<file path="src/rtl/i2c_pkg.sv">
// rtl/i2c_pkg.sv - shared state encoding and default timing limits for the I2C arbiter
package i2c_pkg;

    typedef enum logic [2:0] {
        IDLE   = 3'd0,
        LATCH  = 3'd1,
        LAUNCH = 3'd2,
        BUSY   = 3'd3,
        DONE   = 3'd4,
        ABORT  = 3'd5
    } state_e;

    localparam int DEF_TMO_CYC    = 4096;
    localparam int DEF_LAUNCH_CYC = 8;

endpackage

</file>
<file path="src/rtl/rr_arb2.sv">
// rtl/rr_arb2.sv - two-way round-robin pick with a pointer that moves to the loser
module rr_arb2 (
    input  logic clk,
    input  logic rst,
    input  logic req0,
    input  logic req1,
    input  logic upd,
    input  logic last_win,
    output logic pick
);

    logic ptr_q, ptr_d;

    // Pointer hands priority to whoever did not win the finished transaction
    always_comb begin
        ptr_d = ptr_q;
        if (upd) begin
            ptr_d = ~last_win;
        end
    end

    // Pointer register, starts favouring requester 0
    always_ff @(posedge clk) begin
        if (!rst) begin
            ptr_q <= 1'b0;
        end else begin
            ptr_q <= ptr_d;
        end
    end

    // Contention resolved by the pointer; a lone requester always wins
    always_comb begin
        pick = 1'b0;
        if (req0 && req1) begin
            pick = ptr_q;
        end else if (req1) begin
            pick = 1'b1;
        end
    end

endmodule

</file>
<file path="src/rtl/i2c_arb.sv">
// rtl/i2c_arb.sv - two-requester arbiter in front of a single I2C master
module i2c_arb
    import i2c_pkg::*;
#(
    parameter int TMO_CYC    = DEF_TMO_CYC,
    parameter int LAUNCH_CYC = DEF_LAUNCH_CYC
) (
    input  logic        clk,
    input  logic        rst,
    input  logic        req0,
    input  logic        req1,
    input  logic        rw0,
    input  logic        rw1,
    input  logic [6:0]  addr0,
    input  logic [6:0]  addr1,
    input  logic [31:0] din0,
    input  logic [31:0] din1,
    input  logic [1:0]  bcnt0,
    input  logic [1:0]  bcnt1,
    output logic        gnt0,
    output logic        gnt1,
    output logic        done0,
    output logic        done1,
    output logic        err0,
    output logic        err1,
    output logic        m_enable,
    output logic        m_rw,
    output logic [6:0]  m_addr,
    output logic [31:0] m_din,
    output logic [1:0]  m_bytcount,
    input  logic        m_ready
);

    localparam int MAXC = (TMO_CYC > LAUNCH_CYC) ? TMO_CYC : LAUNCH_CYC;
    localparam int CW   = $clog2(MAXC) + 1;
    localparam logic [CW-1:0] TMO_LIM    = CW'(TMO_CYC - 1);
    localparam logic [CW-1:0] LAUNCH_LIM = CW'(LAUNCH_CYC - 1);
    localparam logic [CW-1:0] CNT_MAX    = '1;

    state_e        state_q, state_d;
    logic [CW-1:0] cnt_q, cnt_d;
    logic          win_q, win_d;
    logic          m_rw_q, m_rw_d;
    logic [6:0]    m_addr_q, m_addr_d;
    logic [31:0]   m_din_q, m_din_d;
    logic [1:0]    m_bytcount_q, m_bytcount_d;
    logic          pick;
    logic          ptr_upd;
    logic          gnt_act;

    rr_arb2 u_rr (
        .clk      (clk),
        .rst      (rst),
        .req0     (req0),
        .req1     (req1),
        .upd      (ptr_upd),
        .last_win (win_q),
        .pick     (pick)
    );

    // Next state, wait counter and master command capture
    always_comb begin
        state_d      = state_q;
        win_d        = win_q;
        m_rw_d       = m_rw_q;
        m_addr_d     = m_addr_q;
        m_din_d      = m_din_q;
        m_bytcount_d = m_bytcount_q;
        cnt_d        = (cnt_q != CNT_MAX) ? cnt_q + 1'b1 : cnt_q;
        case (state_q)
            IDLE: begin
                if ((req0 || req1) && m_ready) begin
                    state_d      = LATCH;
                    win_d        = pick;
                    m_rw_d       = pick ? rw1 : rw0;
                    m_addr_d     = pick ? addr1 : addr0;
                    m_din_d      = pick ? din1 : din0;
                    m_bytcount_d = pick ? bcnt1 : bcnt0;
                end
            end
            LATCH:  state_d = LAUNCH;
            LAUNCH: begin
                if (!m_ready) begin
                    state_d = BUSY;
                end else if (cnt_q >= LAUNCH_LIM) begin
                    state_d = ABORT;
                end
            end
            BUSY: begin
                if (m_ready) begin
                    state_d = DONE;
                end else if (cnt_q >= TMO_LIM) begin
                    state_d = ABORT;
                end
            end
            DONE:    state_d = IDLE;
            ABORT:   state_d = IDLE;
            default: state_d = IDLE;
        endcase
        // Every state starts its wait window from zero
        if (state_d != state_q) begin
            cnt_d = '0;
        end
    end

    // State and captured command registers
    always_ff @(posedge clk) begin
        if (!rst) begin
            state_q      <= IDLE;
            cnt_q        <= '0;
            win_q        <= 1'b0;
            m_rw_q       <= 1'b0;
            m_addr_q     <= '0;
            m_din_q      <= '0;
            m_bytcount_q <= '0;
        end else begin
            state_q      <= state_d;
            cnt_q        <= cnt_d;
            win_q        <= win_d;
            m_rw_q       <= m_rw_d;
            m_addr_q     <= m_addr_d;
            m_din_q      <= m_din_d;
            m_bytcount_q <= m_bytcount_d;
        end
    end

    assign gnt_act    = (state_q == LATCH) || (state_q == LAUNCH) || (state_q == BUSY);
    assign ptr_upd    = (state_q == DONE) || (state_q == ABORT);
    assign gnt0       = gnt_act && !win_q;
    assign gnt1       = gnt_act && win_q;
    assign done0      = (state_q == DONE) && !win_q;
    assign done1      = (state_q == DONE) && win_q;
    assign err0       = (state_q == ABORT) && !win_q;
    assign err1       = (state_q == ABORT) && win_q;
    assign m_enable   = (state_q == LAUNCH);
    assign m_rw       = m_rw_q;
    assign m_addr     = m_addr_q;
    assign m_din      = m_din_q;
    assign m_bytcount = m_bytcount_q;

endmodule

</file>
<file path="config.mk">
export PLATFORM = sky130hd
export DESIGN_NAME = i2c_arb
export DESIGN_NICKNAME = d
export VERILOG_FILES = /design/src/rtl/i2c_pkg.sv /design/src/rtl/rr_arb2.sv /design/src/rtl/i2c_arb.sv
export SDC_FILE = /design/constraint.sdc
export NUM_CORES = 1
export LEC_CHECK = 0
export BUFFER_PORTS_ARGS = -buffer_cell sky130_fd_sc_hd__buf_2
export CAP_MARGIN = 20
export CORE_MARGIN = 2
export CORE_UTILIZATION = 50
export CTS_CLUSTER_DIAMETER = 50
export DETAILED_ROUTE_END_ITERATION = 7
export GPL_TIMING_DRIVEN = 0
export PLACE_DENSITY = 0.85
export SLEW_MARGIN = 20
export SYNTH_ARGS = -nofsm -noshare
export SYNTH_HDL_FRONTEND = slang
export SYNTH_SLANG_ARGS = --single-unit
</file>
<file path="constraint.sdc">
create_clock -name clk -period 5.5 [get_ports clk]
set_input_delay 0.275 -clock clk [delete_from_list [all_inputs] [get_ports clk]]
set_output_delay 0.275 -clock clk [all_outputs]
set_load 0.01 [all_outputs]
</file>
# Yosys cells after proc, flatten, opt, wreduce, memory -nomap -nowiden
# Index checks and enable logic that the tools add are counted.
dict set report totals {
  reg_bits 60
  latch_bits 0
  ramBits 0
  rom_bits 0
  input_bits 89
  out_inout_bits 49
  word_cells 48
  memories 0
}
dict set report op_classes {
  add_sub_neg 1
  multipliers 0
  n_div 0
  order_cmp 2
  eq_ne 7
  shift 0
  muxes 12
  bitwise_logic 2
  reduce_logical 16
}
# operator n
set op_table {}
lappend op_table {{two-way mux 32 bit} 1}
lappend op_table {{two-way mux 3 bit} 5}
lappend op_table {{adder 13 x 1 -> 13 bit, second input constant} 1}
lappend op_table {{greater-or-equal comparator 13 x 12 -> 1 bit, second input constant} 1}
lappend op_table {{greater-or-equal comparator 13 x 3 -> 1 bit, second input constant} 1}
lappend op_table {{inequality test 13 bit, second input constant} 1}
lappend op_table {{case mux 3 bit (4 select lines)} 1}
lappend op_table {{logical AND 1 bit} 8}
lappend op_table {{two-way mux 7 bit} 1}
lappend op_table {{equality test 3 x 2 -> 1 bit, second input constant} 2}
lappend op_table {{equality test 3 bit, second input constant} 2}
lappend op_table {{logical OR 1 bit} 4}
lappend op_table {{equality test 3 x 1 -> 1 bit, second input constant} 1}
lappend op_table {{zero test 3 bit} 1}
lappend op_table {{two-way mux 1 bit} 3}
lappend op_table {{inequality test 3 bit} 1}
lappend op_table {{two-way mux 2 bit} 1}
lappend op_table {{inverter 1 bit} 2}
lappend op_table {{AND reduction 2 bit} 1}
lappend op_table {{OR reduction 2 bit} 1}
lappend op_table {{zero test 1 bit} 1}

# Logic depth before layout (Yosys ltp)
dict set report logic_depth {
  word_depth 6
  mapped_depth 7
  ltp_nobuf 5
}

# Hierarchy
# A second synthesis with hierarchy kept.
dict set report hier_totals {
  cells_unflattened 306
  area_unflattened_um2 2921.6
}
# module instances cells_each area_per_inst_um2 seq_area_each_um2
set by_module_without_submodules {}
lappend by_module_without_submodules {i2c_arb 1 301 2876.5 1181.1}
lappend by_module_without_submodules {rr_arb2 1 5 45.0 20.0}

# Worst setup path after synthesis
# No wires, ideal clock.
dict set report synth_path {
  path_type {flip-flop to flip-flop}
  startpoint {reg cnt_q[0]}
  endpoint {reg cnt_q[0]}
  setup_time_ns 0.079
  arrival_ns 1.840
  t_required_ns 5.421
  setup_slack_ns 3.580
  stages_incl_launch_ff 8
  path_buffers 2
  synth_period_minus_slack_ns 1.920
  path_cell_list {dfxtp_1 ha_1 and4_4 buf_6 a31o_1 or3_4 buf_6 a211oi_2}
}
dict set report synth_between {
  elab_chain_len 6
  elab_cells_between_ends 11
  classes_between {add/sub (1); order compare (2); eq/ne (2); mux (5); reduce/logical (1)}
}
# element line
set synth_rtl {}
lappend synth_rtl {{start, declared} i2c_arb.sv:41} ;# logic [CW-1:0] cnt_q, cnt_d;
lappend synth_rtl {{start signal, assigned} i2c_arb.sv:118} ;# cnt_q <= cnt_d;
lappend synth_rtl {{greater-or-equal comparator 13 x 12 -> 1 bit or greater-or-equal comparator 13 x 3 -> 1 bit (tied branches)} {i2c_arb.sv:92, i2c_arb.sv:85}}
lappend synth_rtl {{two-way mux 3 bit (on tied branches)} {i2c_arb.sv:92, i2c_arb.sv:85}}
lappend synth_rtl {{two-way mux 3 bit (on tied branches)} {i2c_arb.sv:90, i2c_arb.sv:83}}
lappend synth_rtl {{case mux 3 bit (4 select lines)} i2c_arb.sv:70} ;# case (state_q)
lappend synth_rtl {{inequality test 3 bit} i2c_arb.sv:101} ;# if (state_d != state_q) begin
lappend synth_rtl {{OR reduction 2 bit (no source line)} --}
# Parallel ways exist; a longest one is shown, timed or not.
# A chain may end at the register's enable or synchronous reset.

# Worst setup path after layout
dict set report layout_path {
  startpoint {reg cnt_q[0]}
  endpoint {reg cnt_q[11]}
}
# The elaborated chain is that of the path after synthesis.

==> impl_metrics.tcl <==
set metrics [dict create \
    share_comb_of_total_power_pct 19.4 \
    critical_path_arrival_ns 2.43 \
    gp_routability_congestion 0.912 \
    clockBufferDepth 2 \
    critPathLaunchType "flop" \
    drc 0 \
    num_vias 2994 \
    die_w_um 81.3 \
    rows 28 \
    drt-vias-per-instance 5.45 \
    grt_pass1_vias 2690 \
    ys_ff_latch 60 \
    fin_nets 559 \
    boundaryPins 138 \
    grt_pass1_wl_um 12500 \
    grt_max_degree 12 \
    htreeDepth 3 \
    powerDensity_mw_per_mm2 295 \
    syn_area_sq_mm 0.00298 \
    clock_latency_ns 0.34 \
    syn_avg_cell_area_sq_um 9.30 \
    mostFrequentLayoutCells "buf_2 (151), dfxtp_1 (60), nor2_1 (53), mux2i_1 (47), a211oi_1 (43)" \
    totalWireLength_um 8160 \
    ir_drop_uv 191 \
    path_max_fanout 10 \
    slowest_stage "o21ai_1" \
    ant_nets 0 \
    max_stage_delay_ns 0.45 \
    grtUsageMet3_pct 6.33 \
    synth_flop_cell "dfxtp_1" \
    min_period_over_period_pct 40.2 \
    rsz0062_at_grt "no" \
    postSynthCellCount 321 \
    cts_sinks 60 \
    yosysSeqAreaShare_pct 40.3 \
    drive_gt1_share_pct 39.7 \
    yosys_warnings 0 \
    area_growth_pct 34.0 \
    path_clk_slew_ns 0.07 \
    antenna_cells 0 \
    max_cap_violations 0 \
    critPathTopFamily "compound AO/OA/AOI/OAI gates" \
    worstHoldPathType "input pin to flop" \
    maxSlewHeadroom_pct 64.1 \
    cts_hold_buffers 0 \
    outcome "completed" \
    avgRoutedWirePerCell_um 14.9 \
    use_met1_pct 29.0 \
    total_leakage_power_nw 1.92 \
    finalWorstSetupSlack_ns 3.29 \
    async_flop_share_pct 0 \
    tightest_slew_ns 0.534 \
    die_h_um 81.3 \
    fin_setup_tns_ns 0 \
    overflow 0 \
    postLayoutCellArea_sq_mm 0.00400 \
    die-area_sq_mm 0.00660 \
    antenna_found_initial 0 \
    setup_viol_count_final 0 \
    place_area_sq_mm 0.00376 \
    min_period_ns 2.21 \
    hold_violations 0 \
    instances_no_fill 549 \
    dp.cells 533 \
    sw_frac_of_total_pct 27.8 \
    p_clk_share_pct 39.0 \
    fmax_mhz 452 \
    portBuffers 137 \
    start_util_pct 51.0 \
    maxSlewViolCount 0 \
    synth.distinct_cells 44 \
    hpwl_um 6210 \
    cts_tree "yes" \
    grt_util_all_layers_pct 24.8 \
    met2_usage_pct 43.1 \
    cts_buffers 9 \
    end_kind "flop" \
    worstSetupPathType "flop to flop" \
    final_util_pct 68.3 \
    final_common_cell "buf_2" \
    final.setup_skew_ns 0.00880 \
    p_int_mw 0.852 \
    drt_iter0_drc 114 \
    grt_most_used_layer "met2" \
    clockRootBuffer "clkbuf_8" \
    coreArea_sq_mm 0.00585 \
    synth_edf_count 0 \
    cts_setup_buffers 0 \
    synth_nets 411 \
    p_switching_mw 0.328 \
    firstDrtPassIters 4 \
    seqPwrFrac_pct 41.6 \
    required_ns 5.72 \
    path_buf_inv 1 \
    path_cells "ha_1 -> a211oi_1 -> and4_1 -> o21ai_1 -> buf_2 -> a211oi_2" \
    cts_resized 0 \
    pre_cts_ws_ns 3.38 \
]
==> power groups by stage <==
| stage | Clock [mW] | Sequential (mW) | Combinational [mW] |
|---|---|---|---|
| after floorplan | 0 | 0.515 | 0.118 |
| after global placement | 0 | 0.498 | 0.224 |
| after detailed placement | 0 | 0.501 | 0.229 |
| after CTS | 0.466 | 0.491 | 0.231 |
| after global routing | 0.483 | 0.494 | 0.254 |
| final | 0.461 | 0.491 | 0.229 |
==> cells by family after synthesis <==
group	after synthesis	synth area share [%]
simple gates	101	16.1
compound gates	76	20.8
fa+ha+maj	1	0.419
xor+xnor	2	0.587
buf+inv	32	5.24
mux	49	16.5
flops	60	40.3
==> per-stage QoR <==
stage | total power, mW | hold WS, ns
global route | 1.23 | 0.278
floorplan | 0.633 | 0.472
detailed placement | 0.730 | 0.489
finish | 1.18 | 0.271
global placement | 0.722 | 0.483
CTS | 1.19 | 0.264
==> final timing paths <==
path / start / endpoint / slack [ns] / cells after the start
setup reg to reg: cnt_q[0]$_SDFFE_PP0P_ / cnt_q[11]$_SDFFE_PP0P_ / 3.29 / 6
hold / removal: din1[2] / m_din[2]$_SDFFE_PN0P_ / 0.27 / 3
hold reg to reg: m_din[28]$_SDFFE_PN0P_ / m_din[28]$_SDFFE_PN0P_ / 0.49 / 2
setup / recovery: cnt_q[0]$_SDFFE_PP0P_ / cnt_q[11]$_SDFFE_PP0P_ / 3.29 / 6
==> sequential cells by signal (all words and copies together) (netlist names) <==
name	cells
cnt_q	13
m_addr	7
m_bytcount	2
m_din	32
m_rw	1
state_q	3
u_rr.ptr_q	1
win_q	1
==> per-layer routing <==
metal | routed length, um | up-vias
met3 | 598 | 16
met2 | 4020 | 121
met1 | 3400 | 1365
li1 | - | 1492
met5 | 0 | -
met4 | 153 | 0
==> worst min-delay path, stage by stage <==
cell	delay [ns]
buf_2	0.09
mux2i_1	0.11
a211oi_1	0.08
==> cell type report <==
class	instances	area [sq um]
inverters	5	18.8
fillers	463	1850
clock buffers	11	151
plain buffers	27	138
repair buffers	137	686
clock inverters	5	83.8
multi-input cells	229	1630
well taps	75	93.8
flip-flops and latches	60	1200
==> cells in the mapped netlist (all sizes together) (6+ instances only) <==
library cell,instances,share of area (%)
a211oi,52,15
buf,17,3.4
clkbuf,10,1.3
dfxtp,60,40
mux2i,47,16
nand2,14,1.8
nor2,53,6.7
nor4,6,1.5
o21ai,7,1.2
Power figures use the tool's default switching activity.
